===== src/rtl/viterbi_pkg.sv =====
// Shared Viterbi decoder constants and the traceback FSM state type.
package viterbi_pkg;

    localparam int unsigned SW         = 2;
    localparam int unsigned NUM_STATES = 2 ** SW;
    localparam int unsigned DEPTH      = 8;
    localparam int unsigned AW         = $clog2(DEPTH);
    // One extra bit so a full memory (DEPTH steps) is representable.
    localparam int unsigned PW         = $clog2(DEPTH) + 1;

    typedef enum logic [2:0] {
        StIdle,
        StStore,
        StTrace,
        StEmit,
        StDone
    } tb_state_e;

endpackage


===== src/rtl/traceback_unit_if.sv =====
// Controller/ACS side handshake of the traceback unit.
interface traceback_unit_if;
    import viterbi_pkg::*;

    logic                  en_mem;
    logic                  en_trbk;
    logic [NUM_STATES-1:0] surv_in;
    logic [SW-1:0]         end_state;
    logic                  dec_bit;
    logic                  dec_valid;
    logic [DEPTH-1:0]      dec_word;
    logic [PW-1:0]         n_bits;
    logic                  done;

    modport master (
        output en_mem, en_trbk, surv_in, end_state,
        input  dec_bit, dec_valid, dec_word, n_bits, done
    );

    modport slave (
        input  en_mem, en_trbk, surv_in, end_state,
        output dec_bit, dec_valid, dec_word, n_bits, done
    );

endinterface


===== src/rtl/survivor_ram.sv =====
// DEPTH x NUM_STATES survivor register file: sync write, combinational read.
module survivor_ram
    import viterbi_pkg::*;
(
    input  logic                  clk,
    input  logic                  we,
    input  logic [AW-1:0]         waddr,
    input  logic [NUM_STATES-1:0] wdata,
    input  logic [AW-1:0]         raddr,
    output logic [NUM_STATES-1:0] rdata
);

    logic [NUM_STATES-1:0] mem [DEPTH];

    // Contents need no reset; only written rows are ever traced.
    always_ff @(posedge clk) begin
        if (we) begin
            mem[waddr] <= wdata;
        end
    end

    assign rdata = mem[raddr];

endmodule


===== src/rtl/traceback_unit.sv =====
// Survivor storage, traceback and in-order serial emission of decoded bits.
module traceback_unit
    import viterbi_pkg::*;
(
    input  logic             clk,
    input  logic             rst,
    traceback_unit_if.slave  bus
);

    tb_state_e             state_q;
    logic [PW-1:0]         wptr_q;
    logic [AW-1:0]         rptr_q;
    logic [PW-1:0]         eptr_q;
    logic [SW-1:0]         cur_q;
    logic [DEPTH-1:0]      bitbuf_q;
    logic [PW-1:0]         n_bits_q;
    logic                  dec_bit_q;
    logic                  dec_valid_q;
    logic                  done_q;

    logic                  we;
    logic [NUM_STATES-1:0] rdata;
    logic                  d;

    // Traceback enable wins over a same-cycle write; writes past DEPTH are dropped.
    always_comb begin
        we = bus.en_mem && !bus.en_trbk &&
             ((state_q == StIdle) || ((state_q == StStore) && (wptr_q < PW'(DEPTH))));
    end

    assign d = rdata[cur_q];

    survivor_ram u_ram (
        .clk   (clk),
        .we    (we),
        .waddr (wptr_q[AW-1:0]),
        .wdata (bus.surv_in),
        .raddr (rptr_q),
        .rdata (rdata)
    );

    // Single FSM with registered outputs.
    always_ff @(posedge clk or negedge rst) begin
        if (!rst) begin
            state_q     <= StIdle;
            wptr_q      <= '0;
            rptr_q      <= '0;
            eptr_q      <= '0;
            cur_q       <= '0;
            bitbuf_q    <= '0;
            n_bits_q    <= '0;
            dec_bit_q   <= 1'b0;
            dec_valid_q <= 1'b0;
            done_q      <= 1'b0;
        end else begin
            case (state_q)
                StIdle, StStore: begin
                    if (bus.en_trbk) begin
                        state_q  <= StTrace;
                        cur_q    <= bus.end_state;
                        rptr_q   <= AW'(wptr_q - PW'(1));
                        n_bits_q <= wptr_q;
                    end else if (bus.en_mem) begin
                        state_q <= StStore;
                        if (wptr_q < PW'(DEPTH)) begin
                            wptr_q <= wptr_q + PW'(1);
                        end
                    end
                end
                StTrace: begin
                    if (n_bits_q == '0) begin
                        state_q <= StDone;
                        done_q  <= 1'b1;
                    end else begin
                        bitbuf_q[rptr_q] <= cur_q[SW-1];
                        cur_q            <= {cur_q[SW-2:0], d};
                        if (rptr_q == '0) begin
                            // Step 0's bit goes straight out so emission starts next cycle.
                            state_q     <= StEmit;
                            dec_valid_q <= 1'b1;
                            dec_bit_q   <= cur_q[SW-1];
                            eptr_q      <= PW'(1);
                        end else begin
                            rptr_q <= rptr_q - AW'(1);
                        end
                    end
                end
                StEmit: begin
                    if (eptr_q == n_bits_q) begin
                        // One idle cycle separates the last valid bit from done.
                        state_q     <= StDone;
                        dec_valid_q <= 1'b0;
                        dec_bit_q   <= 1'b0;
                    end else begin
                        dec_bit_q <= bitbuf_q[eptr_q[AW-1:0]];
                        eptr_q    <= eptr_q + PW'(1);
                    end
                end
                StDone: begin
                    done_q <= 1'b1;
                end
                default: begin
                    state_q <= StIdle;
                end
            endcase
        end
    end

    assign bus.dec_bit   = dec_bit_q;
    assign bus.dec_valid = dec_valid_q;
    assign bus.dec_word  = bitbuf_q;
    assign bus.n_bits    = n_bits_q;
    assign bus.done      = done_q;

endmodule


===== src/flat_wrapper.sv =====
// flat-port wrapper written by rule: the top's interface ports become plain ports
module traceback_unit_flat import viterbi_pkg::*;
  (clk, rst, bus_en_mem, bus_en_trbk, bus_surv_in, bus_end_state, bus_dec_bit, bus_dec_valid, bus_dec_word, bus_n_bits, bus_done);
  traceback_unit_if bus_i ();
  input  logic clk;
  input  logic rst;
  input wire logic [$bits(bus_i.en_mem)-1:0] bus_en_mem;
  input wire logic [$bits(bus_i.en_trbk)-1:0] bus_en_trbk;
  input wire logic [$bits(bus_i.surv_in)-1:0] bus_surv_in;
  input wire logic [$bits(bus_i.end_state)-1:0] bus_end_state;
  output wire logic [$bits(bus_i.dec_bit)-1:0] bus_dec_bit;
  output wire logic [$bits(bus_i.dec_valid)-1:0] bus_dec_valid;
  output wire logic [$bits(bus_i.dec_word)-1:0] bus_dec_word;
  output wire logic [$bits(bus_i.n_bits)-1:0] bus_n_bits;
  output wire logic [$bits(bus_i.done)-1:0] bus_done;
  assign bus_i.en_mem = bus_en_mem;
  assign bus_i.en_trbk = bus_en_trbk;
  assign bus_i.surv_in = bus_surv_in;
  assign bus_i.end_state = bus_end_state;
  assign bus_dec_bit = bus_i.dec_bit;
  assign bus_dec_valid = bus_i.dec_valid;
  assign bus_dec_word = bus_i.dec_word;
  assign bus_n_bits = bus_i.n_bits;
  assign bus_done = bus_i.done;
  traceback_unit u_core (.clk(clk), .rst(rst), .bus(bus_i));
endmodule

===== config.mk =====
export PLATFORM = sky130hd
export DESIGN_NAME = traceback_unit_flat
export DESIGN_NICKNAME = d
export VERILOG_FILES = /design/src/rtl/viterbi_pkg.sv /design/src/rtl/traceback_unit_if.sv /design/src/rtl/survivor_ram.sv /design/src/rtl/traceback_unit.sv /design/src/flat_wrapper.sv
export SDC_FILE = /design/constraint.sdc
export NUM_CORES = 1
export LEC_CHECK = 0
export CORE_MARGIN = 2
export CORE_UTILIZATION = 55
export DETAILED_ROUTE_END_ITERATION = 7
export GPL_ROUTABILITY_DRIVEN = 0
export GPL_TIMING_DRIVEN = 0
export PLACE_DENSITY_LB_ADDON = 0.08
export SYNTH_ARGS = -nofsm -noshare
export SYNTH_HDL_FRONTEND = slang
export SYNTH_HIERARCHICAL = 1
export SYNTH_SLANG_ARGS = --single-unit

===== constraint.sdc =====
create_clock -name clk -period 3.6 [get_ports clk]
set_input_delay 0.54 -clock clk [delete_from_list [all_inputs] [get_ports clk]]
set_output_delay 0.54 -clock clk [all_outputs]
set_load 0.05 [all_outputs]

# Word-level counts from Yosys, hierarchy flattened
# Memories as Yosys holds them, arrays and structs flattened.
# Cells that the tools add are included.
[op_classes]
add_sub_neg = 4
n_lt_le_gt_ge = 5
n_eq_ne = 14
muxes = 36
n_bitwise = 3
n_reduce_logical = 23
[op_table]
columns = ["cell", "count"]
rows = [
  ["$mux W3", 8],
  ["$reduce_and A4 Y1", 5],
  ["$mux W1", 12],
  ["$mux W4", 3],
  ["$pmux W3 S4", 1],
  ["$add A4 B1 Y4 const B", 2],
  ["$bwmux W8", 1],
  ["$lt A3 B4 Y1 const B", 2],
  ["$ne A2 B2 Y1 const B", 4],
  ["$pmux W4 S2", 1],
  ["$eq A3 B2 Y1 const B", 2],
  ["$logic_not A3 Y1", 2],
  ["$ne A2 B1 Y1 const B", 3],
  ["$pmux W1 S2", 3],
  ["$pmux W3 S2", 1],
  ["$reduce_and A2 Y1", 3],
  ["$reduce_and A3 Y1", 2],
  ["$reduce_bool A2 Y1", 3],
  ["$sub A3 B1 Y3 const B", 2],
  ["$eq A4 B4 Y1", 1],
  ["$logic_and A1 B1 Y1", 4],
  ["$logic_not A4 Y1", 1],
  ["$lt A4 B4 Y1 const B", 1],
  ["$mux W2", 2],
  ["other kinds (14)", 16],
]
[totals]
regBits = 31
ramBits = 32
output_inout_bits = 15
word_cells = 96
memories = 1
[mem_list]
columns = ["memory", "words", "word_bits", "read_ports", "rd_clocked_by_memory_dff", "wr", "line_no", "text"]
rows = [
  ["u_core.u_ram.mem", 8, 4, 1, 0, 1, "survivor_ram.sv:13", "logic [NUM_STATES-1:0] mem [DEPTH];"],
]

# Logic depth before layout (Yosys ltp)
# Gate-level depths: netlist (run 1).
[logic_depth]
word_depth = 6
ltp_mapped = 7
ltp_nobuf = 6

# Hierarchy
# The synthesis (run 1) kept the hierarchy.
[modules_own_cells]
columns = ["mod", "n_inst", "cells_per_inst", "area_each_um2"]
rows = [
  ["traceback_unit", 1, 150, 1705.4],
  ["survivor_ram", 1, 59, 1290.0],
]

# Worst setup path before layout (run 1)
# No wires, ideal clock.
[synth_path]
path_type = "in2reg"
from = "in bus_en_trbk"
to = "mem u_core/u_ram/mem[0][0] in the netlist's numbering, enable pin"
t_arrival_ns = 1.798
setup_slack_ns = 1.441
cell_stages = 4
cell_sequence = "or4b_2 a21oi_1 nand2b_1 nor3_1"
[synth_between]
elab_chain_cells = 5
[synth_rtl]
columns = ["element", "line_no", "text"]
rows = [
  ["start: declaration", "flat_wrapper.sv:8", "input wire logic [$bits(bus_i.en_trbk)-1:0] bus_en_trbk;"],
  ["$logic_not A1 Y1", "traceback_unit.sv:27", "we = bus.en_mem && !bus.en_trbk &&"],
  ["$logic_and A1 B1 Y1 (2 in series)", "traceback_unit.sv:27", ""],
  ["net u_core.we", "traceback_unit.sv:21", "logic we;"],
  ["$mux W1", "survivor_ram.sv:17", "if (we) begin"],
  ["$mux W1 (not written as such)", "survivor_ram.sv:18", "mem[waddr] <= wdata;"],
  ["end: declaration", "survivor_ram.sv:13", ""],
]
# The timed path passes the listed nets, and every way through them passes these cells.

# Final worst setup path (run 1)
[layout_path]
from = "in bus_en_trbk"
to = "mem u_core/u_ram/mem[0][2] in the netlist's numbering, enable pin"
# Same word-level chain as after synthesis.

==> flow_summary.yaml, run 1 <==
critical_path:
  arrival_ps: 2570
  startpoint_type: "primary input"
  cp_slowest_cell: "or4b_2"
  cp_top_family: "simple AND/OR/NAND/NOR gates"
  critPathMaxFanout: 5
  worstSetupPathType: "in -> reg"
  cpPeakStageDelay_ps: 690
  cp-end-kind: "register"
  required_ps: 3570
  worst-path-buf-inv: 1
  crit_chain: "clkdlybuf4s50_1 -> or4b_2 -> a21oi_1 -> nand2b_1 -> nor3_1"
die:
  die_width_um: 77.80
  dieArea_um2: 6052
  io_pins: 25
  die_h_um: 77.80
  rows: 26
  coreArea_um2: 5172
  start_util_pct: 57.91
timing:
  finalSetupViolations: 0
  fin_crit_ps: 2603
  slew_violations: 0
  final.setup.tns_ps: 0
  final.period_utilization_pct: 72.31
  tightest_slew_ps: 935.3
  grt_setup_unrepaired: "false"
  finalWorstSetupSlack_ps: 996.7
  hold_viol_final: 0
  max_freq_mhz: 384.1
  clock_skew_ps: 9.260
  slew_headroom_pct: 37.51
route:
  ant_nets: 0
  num_vias: 1939
  drtPass1Iterations: 4
  drc_errors: 0
  viasPerCell: 6.078
  routed_wl_um: 5720
  avgRoutedWirePerCell_um: 17.93
  drt_iter0_drc: 189
power:
  vdd_drop_max_mv: 0.6192
  switching_share_pct: 39.96
  powerDensity_nw_per_um2: 958.1
  comb_power_share_pct: 45.9
  power_frac_clock_pct: 19.9
  internal_power_mw: 2.037
  p_leak_nw: 1.342
  pwr-share-seq_pct: 34.1
  power.switching_mw: 1.356
layout:
  syn_to_final_growth_pct: 18.21
  instances_no_fill: 319
  layout.filler_cells: 369
  antenna_cells: 0
  num-nets-final: 257
  drive_gt1_share_pct: 18.88
  final_area_um2: 3541
  final_common_cell: "edfxtp_1"
  final_cell_mix: "32 x edfxtp_1, 31 x dfrtp_1, 23 x clkdlybuf4s50_1, 17 x mux2_2, 16 x nor2_1"
cts:
  cts-resized-gates: 0
  clock-sinks: 63
  clkTransAtPathRegs_ps: 70
  htreeDepth: 3
  cts_root_buffer: "clkbuf_8"
  clk_latency_ps: 340
  postCtsSetupBuffers: 0
  cts_hold_buf: 0
  cts_tree: "built"
  cts-buffers-inserted: 9
  cts.path.max_buffers: 2
synth:
  seq_area_frac_synth_pct: 57.98
  netlist.area_leader.share_pct: 32.08
  syn-cell-area_um2: 2995
  ys_warn_count: 6
  async_flop_share_pct: 49.21
  synth_area_leaders: "edfxtp_1 32%, dfrtp_1 26%, mux4_1 7.0%, mux2_2 6.4%, mux2i_1 2.3%"
  yosys.area.top_type: "edfxtp_1"
  synthCells: 209
  syn_nets: 222
  synth-edff-count: 32
  syn_avg_cell_area_um2: 14.33
  synth-seq-cells: 63
  ys_types: 45
  synthFlopType: "edfxtp_1"
hold_path:
  hp-class: "in -> async"
placement:
  postPlaceCellArea_um2: 3323
  dp_cells: 303
  hpwl_um: 4087
  portBuffers: 24
  pre_cts_ws_ps: 689.4
job:
  max-cap-violations: 0
global_route:
  track_usage_pct: 21.67
  overflow: 0
  grt_pass1_wl_um: 9860
  antenna_found_initial: 0
  grt_max_degree: 32
  grt_pass1_vias: 1980
status:
  status: "completed"
-- cells by family after synthesis --
group / synth area share, %
compound gates: 6.016
xor+xnor: 1.754
fa+ha+maj: 1.253
buf+inv: 2.046
flops: 57.98
mux: 18.50
simple gates: 12.45
-- cells in the mapped netlist (4+ instances only) --
cell type	n
mux2_2	17
nand4_1	4
nand2b_1	5
xnor2_1	5
edfxtp_1	32
nor2_1	16
mux4_1	8
mux2i_1	7
nor3b_1	4
a21oi_1	6
dfrtp_1	31
nand2_1	14
o21ai_0	4
clkbuf_1	8
-- state kept, by name, summed over array words and instances (netlist names), 2 cells and up --
register / flops
u_core/eptr_q: 4
u_core/bus.n_bits: 4
u_core/cur_q: 2
u_core/rptr_q: 3
u_core/state_q: 3
u_core/u_ram/mem: 32
u_core/bus.dec_word: 8
u_core/wptr_q: 4
-- path summary, 6_finish.rpt --
kind / from / to / slack [ps] / cells after the start
max reg2reg: u_core/state_q[1]$_DFFE_PN0P_ / u_core/u_ram/mem[0][2]$_DFFE_PP_ / 1230 / 4
max: bus_en_trbk / u_core/u_ram/mem[0][2]$_DFFE_PP_ / 1000 / 5
min in group clk: u_core/bus.done$_DFFE_PN0P_ / u_core/bus.done$_DFFE_PN0P_ / 490 / 1
max in group asynchronous: rst / u_core/cur_q[1]$_DFFE_PN0P_ / 2920 / 1
min: rst / u_core/bus.dec_word[7]$_DFFE_PN0P_ / 240 / 1
min reg2reg: u_core/bus.done$_DFFE_PN0P_ / u_core/bus.done$_DFFE_PN0P_ / 490 / 1
-- metal layers --
layer / up-vias / track usage, % / routed length, µm
met4: 0 / 14.29 / 141
met1: 990 / 29.21 / 2553
met2: 56 / 32.07 / 2753
met5: - / 0 / 0
li1: 877 / - / -
met3: 16 / 4.302 / 271
-- stage by stage --
| stage | total power [mW] | utilization (%) | hold WS, ps |
|---|---|---|---|
| floorplan | 2.285 | - | 244.4 |
| CTS | 3.405 | 68.55 | 500.5 |
| global placement | 2.648 | 64.25 | 471.7 |
| detailed placement | 2.715 | 64.25 | 474.1 |
| global route | 3.595 | 68.46 | 293.4 |
| finish | 3.393 | 68.46 | 238.6 |
-- power by group through the flow --
stage,Clock (mW),Sequential (mW),Combinational [mW]
after floorplan,0,1.38,0.910
after global placement,0,1.16,1.49
after detailed placement,0,1.17,1.55
after CTS,0.689,1.16,1.56
after global routing,0.718,1.19,1.69
final,0.676,1.16,1.56
-- cell type report --
type / count / area (µm²) / share of cell area, %
sequential: 63 / 1737 / 49.05
multi-input combinational: 134 / 1197 / 33.82
timing repair buffer: 24 / 235.2 / 6.643
clock buffer: 11 / 141.4 / 3.993
tap: 70 / 87.58 / 2.473
clock inverter: 5 / 81.33 / 2.297
buffer: 11 / 57.56 / 1.625
inverter: 1 / 3.754 / 0.1060
Note: power is estimated with default switching activity, not from simulation.
==> run 2: changes to the inputs <==
--- a/config.mk
+++ b/config.mk
@@ -6,7 +6,7 @@
 export NUM_CORES = 1
 export LEC_CHECK = 0
 export CORE_MARGIN = 2
-export CORE_UTILIZATION = 55
+export CORE_UTILIZATION = 52
 export DETAILED_ROUTE_END_ITERATION = 7
 export GPL_ROUTABILITY_DRIVEN = 0
 export GPL_TIMING_DRIVEN = 0
==> constraint.sdc (replaced) <==
create_clock -name clk -period 2.33 [get_ports clk]
set_input_delay 0.3495 -clock clk [delete_from_list [all_inputs] [get_ports clk]]
set_output_delay 0.3495 -clock clk [all_outputs]
set_load 0.05 [all_outputs]
==> run 2 against run 1 <==
  * Via count down 1.8%
  * Power up 49%
  * Core utilization down 5.2 points
  * Combinational power up 56%
  * Wire length up 2.7%
  * Clock skew down 2.7 ps
  * Flip-flop and latch count unchanged
  * Die area up 5.5%
  * Hold slack worse by 180 ps
  * Largest cell class unchanged
==> flow_summary.yaml, run 2 (synthesized netlist as in run 1, its figures left out) <==
critical_path:
  cp-end-kind: "register"
  r2r_slack_ps: 130
  arrival_ps: 2240
  worstSetupPathType: "in -> reg"
  worst-path-buf-inv: 1
  critPathMaxFanout: 5
  cpPeakStageDelay_ps: 690
  cp_slowest_cell: "or4b_2"
  required_ps: 2330
  cp_top_family: "simple AND/OR/NAND/NOR gates"
  crit_chain: "clkdlybuf4s50_1 -> or4b_2 -> a21oi_1 -> nand2_1 -> nor2_1"
  startpoint_type: "primary input"
route:
  drtPass1Iterations: 4
  routed_wl_um: 5876
  ant_nets: 0
  drt-met1-wl_um: 2637
  num_vias: 1905
  highest_layer: "met4"
  viasPerCell: 5.935
  drt_iter0_drc: 132
  wl_met3_um: 288
  drc_errors: 0
  met2WireLength_um: 2881
  avgRoutedWirePerCell_um: 18.31
layout:
  multi_input_area_um2: 1207
  instances_no_fill: 321
  utilization_pct: 63.30
  num-nets-final: 257
  largest_reg_flops: 32
  antenna_cells: 0
  regMostFlops: "u_core/u_ram/mem"
  layout.filler_cells: 443
  final_cell_mix: "32 x edfxtp_1, 31 x dfrtp_1, 23 x clkdlybuf4s50_1, 17 x mux2_2, 16 x nor2_1"
  drive_gt1_share_pct: 20.08
  final_common_cell: "edfxtp_1"
  syn_to_final_growth_pct: 17.08
  layout.area.seq_um2: 1737
  final_area_um2: 3507
cts:
  clock-sinks: 63
  cts.path.max_buffers: 2
  cts_hold_buf: 0
  clk_latency_ps: 340
  cts_root_buffer: "clkbuf_8"
  postCtsSetupBuffers: 0
  cts_tree: "built"
  clkTransAtPathRegs_ps: 70
  cts-buffers-inserted: 9
  htreeDepth: 3
timing:
  slew_violations: 0
  slew_headroom_pct: 30.69
  clock_skew_ps: 6.580
  finalWorstSetupSlack_ps: 92.42
  hold_viol_final: 0
  worst_hold_slack_ps: 54.58
  finalSetupViolations: 0
  fin_crit_ps: 2238
  final.setup.tns_ps: 0
  max_freq_mhz: 446.9
  tightest_slew_ps: 1037
  final.period_utilization_pct: 96.03
  grt_setup_unrepaired: "false"
status:
  status: "completed"
die:
  rows: 27
  coreArea_um2: 5540
  start_util_pct: 54.07
  dieArea_um2: 6383
  die_h_um: 79.90
  die_width_um: 79.90
  io_pins: 25
power:
  vdd_drop_max_mv: 1.050
  finalPower_mw: 5.044
  p_leak_nw: 1.324
  powerDensity_nw_per_um2: 1438
global_route:
  antenna_found_initial: 0
  overflow: 0
  grt_pass1_vias: 1891
  track_usage_pct: 20.91
  grt_pass1_wl_um: 9673
  grt_max_degree: 32
hold_path:
  hp-class: "in -> async"
job:
  max-cap-violations: 0
placement:
  hpwl_um: 4306
  portBuffers: 24
  postPlaceCellArea_um2: 3326
  dp_cells: 305
  pre_cts_ws_ps: -380.9
==> run 2: changes by cell type in the layout (fill, tap and decap cells not counted), sizes merged <==
cell,change
bufinv,-2
clkinv,+1
clkinvlp,+1
==> run 2: per-layer routing <==
layer | GRT usage [%] | up-vias
met1 | 28.22 | 975
li1 | - | 878
met4 | 7.119 | 0
met2 | 32.75 | 44
met5 | 0 | -
met3 | 5.882 | 8
==> run 2: where the power goes <==
group,internal (mW),total (mW),switching (mW),leakage [nW]
combinational,1.05,2.43,1.37,0.574
sequential,1.46,1.80,0.333,0.664
clock,0.412,0.820,0.408,0.0853
==> run 2: path summary, 6_finish.rpt <==
check                                         startpoint                                to  cells after the start
setup / recovery                             bus_en_trbk  u_core/u_ram/mem[6][1]$_DFFE_PP_                      5
setup reg to reg           u_core/state_q[2]$_DFFE_PN0P_  u_core/u_ram/mem[6][1]$_DFFE_PP_                      4
hold / removal                                       rst      u_core/rptr_q[0]$_DFFE_PN0P_                      1
max in group asynchronous                            rst      u_core/eptr_q[3]$_DFFE_PN0P_                      1
hold reg to reg              u_core/bus.done$_DFFE_PN0P_       u_core/bus.done$_DFFE_PN0P_                      1
min in group clk             u_core/bus.done$_DFFE_PN0P_       u_core/bus.done$_DFFE_PN0P_                      1
==> run 2: layout make-up <==
cell class / count / area share [%]
buffer: 11 / 1.677
clock buffer: 11 / 4.031
clock inverter: 5 / 0.9633
inverter: 1 / 0.1070
multi-input combinational: 134 / 34.43
sequential: 63 / 49.52
tap: 72 / 2.569
timing repair buffer: 24 / 6.707
==> run 2: what timing repair did <==
item | in CTS | in global routing
gates resized for setup | 2 | 2
pin swaps | 0 | 0
hold endpoints to repair | 0 | 0
setup endpoints to repair | 8 | 1
==> run 3: changes to the inputs <==
--- a/config.mk
+++ b/config.mk
@@ -10,7 +10,7 @@
 export DETAILED_ROUTE_END_ITERATION = 7
 export GPL_ROUTABILITY_DRIVEN = 0
 export GPL_TIMING_DRIVEN = 0
-export PLACE_DENSITY_LB_ADDON = 0.08
+export PLACE_DENSITY = 0.76
 export SYNTH_ARGS = -nofsm -noshare
 export SYNTH_HDL_FRONTEND = slang
 export SYNTH_HIERARCHICAL = 1
==> run 3 against run 2 <==
  * Power increased by 3.4%
  * Critical path depth did not move
  * Maximum frequency decreased by 1.9%
  * Global-route usage down 0.75 points
  * Count of clock-buffer cells in the layout is 1 lower
==> flow_summary.yaml, run 3 (synthesized netlist as in run 1, its figures left out) <==
layout:
  drive_gt1_share_pct: 20.48
  layout.filler_cells: 416
  utilization_pct: 64.11
  largest_reg_flops: 32
  final_cell_mix: "32 x edfxtp_1, 31 x dfrtp_1, 23 x clkdlybuf4s50_1, 17 x mux2_2, 15 x nor2_1"
  antenna_cells: 0
  final_common_cell: "edfxtp_1"
  syn_to_final_growth_pct: 18.59
  layout.area.seq_um2: 1737
  num-nets-final: 257
  multi_input_area_um2: 1215
  regMostFlops: "u_core/u_ram/mem"
cts:
  cts_root_buffer: "clkbuf_8"
  clkTransAtPathRegs_ps: 70
  cts.path.max_buffers: 2
  cts_hold_buf: 0
  cts-buffers-inserted: 9
  clk_latency_ps: 330
  postCtsSetupBuffers: 0
  cts_tree: "built"
  clock-sinks: 63
  htreeDepth: 3
global_route:
  grt_pass1_wl_um: 9356
  grt_max_degree: 32
  grt_pass1_vias: 1851
  track_usage_pct: 20.17
  overflow: 0
  antenna_found_initial: 0
timing:
  finalWorstSetupSlack_ps: 47.93
  final.setup.tns_ps: 0
  clock_skew_ps: 7.695
  slew_violations: 0
  max_freq_mhz: 438.2
  grt_setup_unrepaired: "false"
  slew_headroom_pct: 34.83
  hold_viol_final: 0
  tightest_slew_ps: 975.4
  final.period_utilization_pct: 97.94
  fin_crit_ps: 2282
  finalSetupViolations: 0
die:
  dieArea_um2: 6383
  io_pins: 25
  coreArea_um2: 5540
  die_h_um: 79.90
  die_width_um: 79.90
  rows: 27
  start_util_pct: 54.07
route:
  viasPerCell: 5.791
  drc_errors: 0
  ant_nets: 0
  avgRoutedWirePerCell_um: 17.80
  drt_iter0_drc: 129
  drtPass1Iterations: 4
  num_vias: 1859
  routed_wl_um: 5714
critical_path:
  cp-end-kind: "register"
  startpoint_type: "primary input"
  arrival_ps: 2280
  required_ps: 2320
  r2r_slack_ps: 80
  r2r-start: "u_core/state_q[2]$_DFFE_PN0P_"
  worstSetupPathType: "in -> reg"
  critPathMaxFanout: 5
  r2r-end: "u_core/u_ram/mem[6][0]$_DFFE_PP_"
  r2r_cells: 4
power:
  vdd_drop_max_mv: 0.6665
  p_leak_nw: 1.344
  powerDensity_nw_per_um2: 1468
placement:
  portBuffers: 24
  hpwl_um: 3910
  pre_cts_ws_ps: -468.9
hold_path:
  hp-class: "in -> async"
job:
  max-cap-violations: 0
status:
  status: "completed"
[run 3: metal layers]
metal / global-route usage, % / up-vias / wire (µm)
met1: 27.87 / 930 / 2738
met5: 0 / - / 0
li1: - / 881 / -
met2: 29.42 / 42 / 2647
met3: 5.882 / 6 / 262
met4: 9.322 / 0 / 65
[run 3: how the worst max path moves through the flow]
stage                     slack, ps                     startpoint                               end
after floorplan                 290  u_core/state_q[2]$_DFFE_PN0P_  u_core/u_ram/mem[0][0]$_DFFE_PP_
after global placement         -420                    bus_en_trbk  u_core/u_ram/mem[4][3]$_DFFE_PP_
after detailed placement       -470                    bus_en_trbk  u_core/u_ram/mem[4][1]$_DFFE_PP_
after CTS                        80                    bus_en_trbk  u_core/u_ram/mem[6][0]$_DFFE_PP_
after global routing            0.5                    bus_en_trbk  u_core/u_ram/mem[6][2]$_DFFE_PP_
final                            50                    bus_en_trbk  u_core/u_ram/mem[6][0]$_DFFE_PP_
[run 3: cell type report]
class,count,area share [%]
inverters,1,0.1057
repair buffers,24,6.622
clock buffers,10,3.593
flip-flops and latches,63,48.89
multi-input cells,134,34.20
well taps,72,2.536
clock inverters,6,2.430
plain buffers,11,1.620
[run 3: timing repair]
action | 4_1_cts | 5_1_grt
setup endpoints to repair | 8 | 4
gates resized for setup | 2 | 2
pin swaps | 0 | 0
[run 3: worst max-delay path: stages]
cell             delay [ps]
clkdlybuf4s50_1         460
or4b_2                  710
a21oi_1                 210
nand2_1                 170
nor2_1                  380
[run 3: stage by stage]
| step | hold WS (ps) | instance area [µm²] | power, mW | std cells |
|---|---|---|---|---|
| after floorplan | 53.91 | 2995 | 3.531 | 209 |
| after global placement | 467.2 | 3326 | 4.129 | 305 |
| after detailed placement | 447.3 | 3321 | 4.182 | 305 |
| after CTS | 70.38 | 3545 | 5.230 | 321 |
| after global routing | 90.62 | 3552 | 5.547 | 321 |
| final | 58.26 | 3552 | 5.214 | 321 |
[run 3: where the power goes]
part,switching (mW),internal [mW]
logic,1.35,1.05
registers,0.335,1.46
clock network,0.416,0.600
